### config.mk
export PLATFORM = sky130hd
export DESIGN_NAME = debounce_bcd_counter
export DESIGN_NICKNAME = d
export VERILOG_FILES = /design/src/rtl/debounce_bcd_counter_pkg.sv /design/src/rtl/debounce_bcd_counter_debounce_ch.sv /design/src/rtl/debounce_bcd_counter.sv
export SDC_FILE = /design/constraint.sdc
export NUM_CORES = 1
export LEC_CHECK = 0
export BUFFER_PORTS_ARGS = -buffer_cell sky130_fd_sc_hd__buf_2
export CELL_PAD_IN_SITES_DETAIL_PLACEMENT = 1
export CELL_PAD_IN_SITES_GLOBAL_PLACEMENT = 1
export CORE_MARGIN = 1
export CORE_UTILIZATION = 45
export CTS_CLUSTER_DIAMETER = 60
export DETAILED_ROUTE_END_ITERATION = 7
export PLACE_DENSITY_LB_ADDON = 0.1
export SLEW_MARGIN = 0
export SYNTH_ARGS = -nofsm -noshare
export SYNTH_HDL_FRONTEND = slang
export SYNTH_SLANG_ARGS = --single-unit
### constraint.sdc
create_clock -name clk -period 1.9 [get_ports clk]
set_input_delay 0.38 -clock clk [delete_from_list [all_inputs] [get_ports clk]]
set_output_delay 0.38 -clock clk [all_outputs]
set_load 0.05 [all_outputs]
### src/rtl/debounce_bcd_counter_pkg.sv
// Shared types and constants for the debounced up/down BCD event counter.
package debounce_bcd_counter_pkg;

  typedef logic [3:0] bcd_digit_t;

  localparam bcd_digit_t BCD_MAX  = 4'd9;
  localparam bcd_digit_t BCD_ZERO = 4'd0;

endpackage

### src/rtl/debounce_bcd_counter_debounce_ch.sv
// One switch channel: two-flop synchroniser, tick-sampled stability counter,
// registered debounced level and rising-edge pulse.
module debounce_ch #(
  parameter int STABLE = 4
) (
  input  logic clk,
  input  logic rst,
  input  logic tick,
  input  logic sw,
  output logic sw_db,
  output logic sw_rise
);

  localparam int SW = $clog2(STABLE + 1);
  localparam logic [SW-1:0] STAB_LAST = SW'(STABLE - 1);

  logic          sync1;
  logic          sync2;
  logic [SW-1:0] stab;

  always_ff @(posedge clk) begin
    if (rst) begin
      sync1   <= 1'b0;
      sync2   <= 1'b0;
      stab    <= '0;
      sw_db   <= 1'b0;
      sw_rise <= 1'b0;
    end else begin
      sync1   <= sw;
      sync2   <= sync1;
      sw_rise <= 1'b0;
      if (tick) begin
        // Any tick that agrees with the current level restarts the run.
        if (sync2 == sw_db) begin
          stab <= '0;
        end else if (stab == STAB_LAST) begin
          sw_db   <= sync2;
          sw_rise <= sync2;
          stab    <= '0;
        end else begin
          stab <= stab + SW'(1);
        end
      end
    end
  end

endmodule

### src/rtl/debounce_bcd_counter.sv
// N-channel switch debouncer feeding a multi-digit up/down BCD counter:
// channel 0 rising edges count up, channel 1 rising edges count down.
module debounce_bcd_counter
  import debounce_bcd_counter_pkg::*;
#(
  parameter int N_CH   = 2,
  parameter int DIV_W  = 16,
  parameter int STABLE = 4,
  parameter int DIGITS = 1
) (
  input  logic                  clk,
  input  logic                  rst,
  input  logic [N_CH-1:0]       sw,
  output logic [N_CH-1:0]       sw_db,
  output logic [N_CH-1:0]       sw_rise,
  output logic [4*DIGITS-1:0]   bcd,
  output logic                  wrap
);

  logic [DIV_W-1:0]    div;
  logic                tick;
  logic                up;
  logic                dn;
  logic                chain;
  logic [4*DIGITS-1:0] bcd_next;
  logic                wrap_next;

  always_ff @(posedge clk) begin
    if (rst) div <= '0;
    else     div <= div + DIV_W'(1);
  end

  assign tick = &div;

  for (genvar i = 0; i < N_CH; i++) begin : g_ch
    debounce_ch #(.STABLE(STABLE)) u_ch (
      .clk     (clk),
      .rst     (rst),
      .tick    (tick),
      .sw      (sw[i]),
      .sw_db   (sw_db[i]),
      .sw_rise (sw_rise[i])
    );
  end

  assign up = sw_rise[0];
  assign dn = sw_rise[1];

  // chain carries the ripple (carry on up, borrow on down); if it survives
  // past the top digit the whole counter wrapped.
  always_comb begin
    bcd_next = bcd;
    chain    = 1'b1;
    for (int d = 0; d < DIGITS; d++) begin
      if (up && !dn && chain) begin
        if (bcd[4*d +: 4] == BCD_MAX) begin
          bcd_next[4*d +: 4] = BCD_ZERO;
        end else begin
          bcd_next[4*d +: 4] = bcd[4*d +: 4] + 4'd1;
          chain              = 1'b0;
        end
      end else if (dn && !up && chain) begin
        if (bcd[4*d +: 4] == BCD_ZERO) begin
          bcd_next[4*d +: 4] = BCD_MAX;
        end else begin
          bcd_next[4*d +: 4] = bcd[4*d +: 4] - 4'd1;
          chain              = 1'b0;
        end
      end
    end
    wrap_next = (up ^ dn) & chain;
  end

  always_ff @(posedge clk) begin
    if (rst) begin
      bcd  <= '0;
      wrap <= 1'b0;
    end else begin
      bcd  <= bcd_next;
      wrap <= wrap_next;
    end
  end

endmodule

Word-level counts from Yosys, hierarchy flattened:

Cells that the tools add are included.

* output and inout port bits: 9
* input port bits: 4
* flip-flop bits (word level): 35

* equal/unequal tests: 5
* reductions and logical operators: 11
* bitwise gates (word level): 7
* muxes and demuxes: 12
* add/subtract/negate cells: 5

Operator list (number)
* AND reduction 18 bit: 2
* adder 16 x 1 -> 16 bit, second input constant: 1
* 2-to-1 mux 4 bit: 4
* AND reduction 16 bit: 1
* 2-to-1 mux 3 bit: 4
* OR reduction 4 bit: 2
* adder 3 x 1 -> 3 bit, second input constant: 2
* == test 3 x 2 -> 1 bit, second input constant: 2
* NOT 1 bit: 5
* adder 4 x 1 -> 4 bit, second input constant: 1
* == test 4 bit, second input constant: 1
* logical NOT 4 bit: 1
* 2-to-1 mux 1 bit: 4
* subtractor 4 x 1 -> 4 bit, second input constant: 1
* == test 1 bit: 2
* logical AND 1 bit: 2
* logical NOT 1 bit: 2
* nonzero test 2 bit: 1
* bitwise AND 1 bit: 1
* XOR 1 bit: 1

Longest topological paths before layout:

* depth in word-level cells: 5
* gate-level depth with buffers: 7
* mapped depth without buffers: 6

Cells and area by module:

A second synthesis with hierarchy kept.

* cell total of the unflattened synthesis: 183
* area total of the unflattened synthesis: 1659.1 µm²

Modules (own cells, without submodules)
* debounce_bcd_counter: times used 1, cells each 133, area an instance 1131.1 µm²
* debounce_ch: times used 2, cells each 25, area an instance 264.0 µm²

Least setup slack after synthesis:

No wires, ideal clock.

* kind: flip-flop to flip-flop
* start point: register bcd[1]
* end point: register bcd[3]
* buffers on the path: 1
* cell stages (with the launch flop): 6
* period minus slack after synthesis: 1.681 ns
* arrival: 1.590 ns
* required time: 1.809 ns
* setup slack: 0.219 ns
* cell sequence: dfxtp_1 -> buf_2 -> or4_1 -> a21oi_1 -> nor2_1 -> a311oi_1

* word-level cells in the longest chain between the ends: 4
* elaborated cells between the ends (all ways): 8
* those cells by class: add/sub (2); eq/ne (1); mux (4); reduce/logical (1)

RTL lines
* start, declared: RTL line debounce_bcd_counter.sv:16 `output logic [4*DIGITS-1:0] bcd,`
* start signal, assigned: RTL line debounce_bcd_counter.sv:79 `bcd <= bcd_next;`
* subtractor 4 x 1 -> 4 bit or logical NOT 4 bit (tied branches): RTL line debounce_bcd_counter.sv:66, debounce_bcd_counter.sv:63
* 2-to-1 mux 4 bit: RTL line debounce_bcd_counter.sv:63 `if (bcd[4*d +: 4] == BCD_ZERO) begin`
* 2-to-1 mux 4 bit: RTL line debounce_bcd_counter.sv:62 `end else if (dn && !up && chain) begin`
* 2-to-1 mux 4 bit *: RTL line debounce_bcd_counter.sv:55 `if (up && !dn && chain) begin`

Mark *: on every way between the ends. The rest lies on a longest branch, timed or not. The select of a mux whose other input is x is not followed.
A chain may end at the register's enable or synchronous reset.

Worst setup path after layout:

* start point: register bcd[0]
* end point: output bcd[0]

No word-level cell between the ends.

==> impl_metrics.ini <==
[run_status]
outcome = completed

[placed_design]
finalWeightedCongestion = 0.751
hpwlAfterDp_mm = 2.48
place.detailed.instances = 232
port-buffer-count = 12
placed_area_um2 = 1720

[synthesis]
leading_area_contributor_after_synthesis = sky130_fd_sc_hd__dfxtp_1
synth-main-ff-cell = sky130_fd_sc_hd__dfxtp_1
synth_area_per_cell_um2 = 9.03
yosys_register_bits = 35
synth_area_um2 = 1650
synth-seq-area-share = 0.424
synth_largest_type_area_fraction = 0.424
postSynthCellCount = 183
post_synth_main_area_contributors = sky130_fd_sc_hd__dfxtp_1 42%, sky130_fd_sc_hd__xnor2_1 5.3%, sky130_fd_sc_hd__nor2_1 5.2%
synth_edf_count = 0
synth.yosys.warnings = 0
synth_fp_nets = 192
synthDistinctLibCells = 40
synth_async_reset_ratio = 0

[routing]
routed_wl_mm = 3.33
avgViaCountPerCell = 5.56
ant_nets = 0
initialDrtViolationCount = 96
drt-wirelength-per-cell_um = 13.9
drc = 0
detail_route.first_pass.iterations = 4
detailroute.via_count = 1335

[final_layout]
n_antenna_cell = 0
nFillCells = 436
layout.area.seq_um2 = 701
fin_cells = 240
final_layout_size_suffix_gt1_frac = 0.134
final_area_um2 = 1770
area_growth_syn_to_layout_pct = 6.96
num-nets-final = 202
multiInputGateArea_um2 = 866

[hold_path]
hold_crit_class = input port to register

[setup_path]
critPathKind = register to primary output
cp_slowest_cell = sky130_fd_sc_hd__dfxtp_1
critical_path_fanouts_max = 12
timing.critical_path.from_type = register
cp_num_buf_inv = 1
cp_slowest_stage_delay_ns = 0.56
critical_path.cell_chain = buf_2
crit_required_ns = 1.52
cell_family_with_most_cp_delay = flip-flops
worst_setup_path_end_kind = primary output
arrival_ns = 1.23

[power]
post-layout-total-power_mw = 1.16
powerDensity_nw_per_um2 = 657
power.static_leakage_nw = 0.704
vdd_drop_max_v = 0.000349

[cts]
clock_path_buffers = 2
cts_root_buf = sky130_fd_sc_hd__clkbuf_4
cts_tree = built
cts_hold_repair.buffers = 0
cts.reportedPaths.clkPinSlew_ns = 0.10
total_setup_buffers_inserted_after_cts = 0
clock_sinks = 35
ctsHtreeMaxLevel = 2
postCtsResizedCells = 0
cts_buffers = 5
insertion_delay_ns = 0.34

[floorplan]
design.die.area_um2 = 3920
coreArea_um2 = 3420
start_util = 0.484
design.portCount = 13
fp.dieH_um = 62.6
std_cell_rows = 21
die_w_um = 62.6

[timing]
worstMarginPinSlew_ns = 0.383
rsz0062_at_grt = false
fin_tns_setup_ns = 0
setup-violations-final = 0
clock_skew_ns = 0.0150
hold_viol = 0
timing.final.crit_share = 0.849
fin_hold_ws_ns = 0.262
timing.final.crit_period_ns = 1.61
maxSlewViolCount = 0
timing.max_slew.rel_slack = 0.745
max_freq_ghz = 0.620

[grt]
globalRoute.totalOverflow = 0
first_global_vias = 1282
wire_length_of_the_first_global_routing_pass_mm = 5.89
antenna_found_initial = 0
globalRouteTotalUtil = 0.189
maximum_number_of_pins_on_one_net_before_global_route_repair = 21

[flow_run]
drv.max_cap_violation_count = 0
==> Yosys cell counts (4+ instances only) <==
cell type / n
sky130_fd_sc_hd__o21ai_0: 9
sky130_fd_sc_hd__and3_1: 5
sky130_fd_sc_hd__nand4_1: 6
sky130_fd_sc_hd__nand3_1: 11
sky130_fd_sc_hd__ha_1: 5
sky130_fd_sc_hd__dfxtp_1: 35
sky130_fd_sc_hd__nor3_1: 7
sky130_fd_sc_hd__nor2_1: 23
sky130_fd_sc_hd__clkbuf_1: 5
sky130_fd_sc_hd__nand2_1: 8
sky130_fd_sc_hd__buf_4: 4
sky130_fd_sc_hd__nor2b_1: 8
sky130_fd_sc_hd__a21oi_1: 7
sky130_fd_sc_hd__xor2_1: 6
sky130_fd_sc_hd__xnor2_1: 10
sky130_fd_sc_hd__inv_1: 5
==> layout make-up <==
cell class,count,area share
multi-input cells,132,0.490
repair buffers,14,0.0425
clock buffers,7,0.0255
inverters,5,0.0106
clock inverters,1,0.00283
flip-flops and latches,35,0.396
well taps,46,0.0326
==> sequential cells by signal, summed over array words and instances, names as in the netlist <==
register	flops
wrap	1
g_ch.u_ch.sw_rise	2
g_ch.u_ch.sw_db	2
bcd	4
g_ch.u_ch.sync2	2
g_ch.u_ch.sync1	2
g_ch.u_ch.stab	6
div	16
==> worst paths after layout <==
kind / startpoint / endpoint / slack, ns / depth (start not counted)
hold reg to reg: g_ch[0].u_ch.sync1 / g_ch[0].u_ch.sync2 / 0.45 / 1
hold / removal: sw[1] / g_ch[1].u_ch.sync1 / 0.26 / 2
setup / recovery: bcd[0] / bcd[0] / 0.29 / 1
setup reg to reg: div[3] / div[15] / 0.31 / 4
==> cell families after synthesis <==
logic type | after synthesis | share of synthesized area
DFF | 35 | 0.424
xor gates and xnor gates | 16 | 0.0848
muxes | 3 | 0.0182
and+or+nand+nor | 85 | 0.297
adders and majority gates | 5 | 0.0379
AOI/OAI and AO/OA | 23 | 0.0863
buffers and inverters | 16 | 0.0522
==> per-layer routing <==
layer / wire length [um] / GRT usage / share of wire / up-vias
met2: 1600 / 0.304 / 0.48 / 21
met5: 0 / 0 / 0 / -
met3: 103 / 0.0493 / 0.031 / 8
met1: 1560 / 0.242 / 0.47 / 648
li1: - / - / - / 658
met4: 60 / 0.0727 / 0.018 / 0
==> power breakdown <==
part	internal, mW	switching, mW
clock network	0.144	0.233
logic	0.0131	0.0205
registers	0.743	0.00763
==> cells in the final DEF, fill, tap and decap left out, types with 3 or more instances in the layout <==
cell type / instances
sky130_fd_sc_hd__a21oi_1: 7
sky130_fd_sc_hd__nand4_1: 6
sky130_fd_sc_hd__xor2_1: 6
sky130_fd_sc_hd__o21ai_0: 9
sky130_fd_sc_hd__nor2_1: 23
sky130_fd_sc_hd__dfxtp_1: 35
sky130_fd_sc_hd__ha_1: 5
sky130_fd_sc_hd__mux2i_1: 3
sky130_fd_sc_hd__nand3_1: 11
sky130_fd_sc_hd__nor2b_1: 8
sky130_fd_sc_hd__buf_2: 12
sky130_fd_sc_hd__nor3_1: 7
sky130_fd_sc_hd__clkbuf_4: 5
sky130_fd_sc_hd__xnor2_1: 10
sky130_fd_sc_hd__inv_1: 5
sky130_fd_sc_hd__nand2_1: 8
sky130_fd_sc_hd__and3_1: 5
==> through the flow <==
step | util | setup slack (ns)
floorplan | - | 0.219
global placement | 0.503 | 0.418
detailed placement | 0.503 | 0.319
CTS | 0.518 | 0.272
global route | 0.518 | 0.183
finish | 0.518 | 0.287
Note: power is estimated with default switching activity, not from simulation.
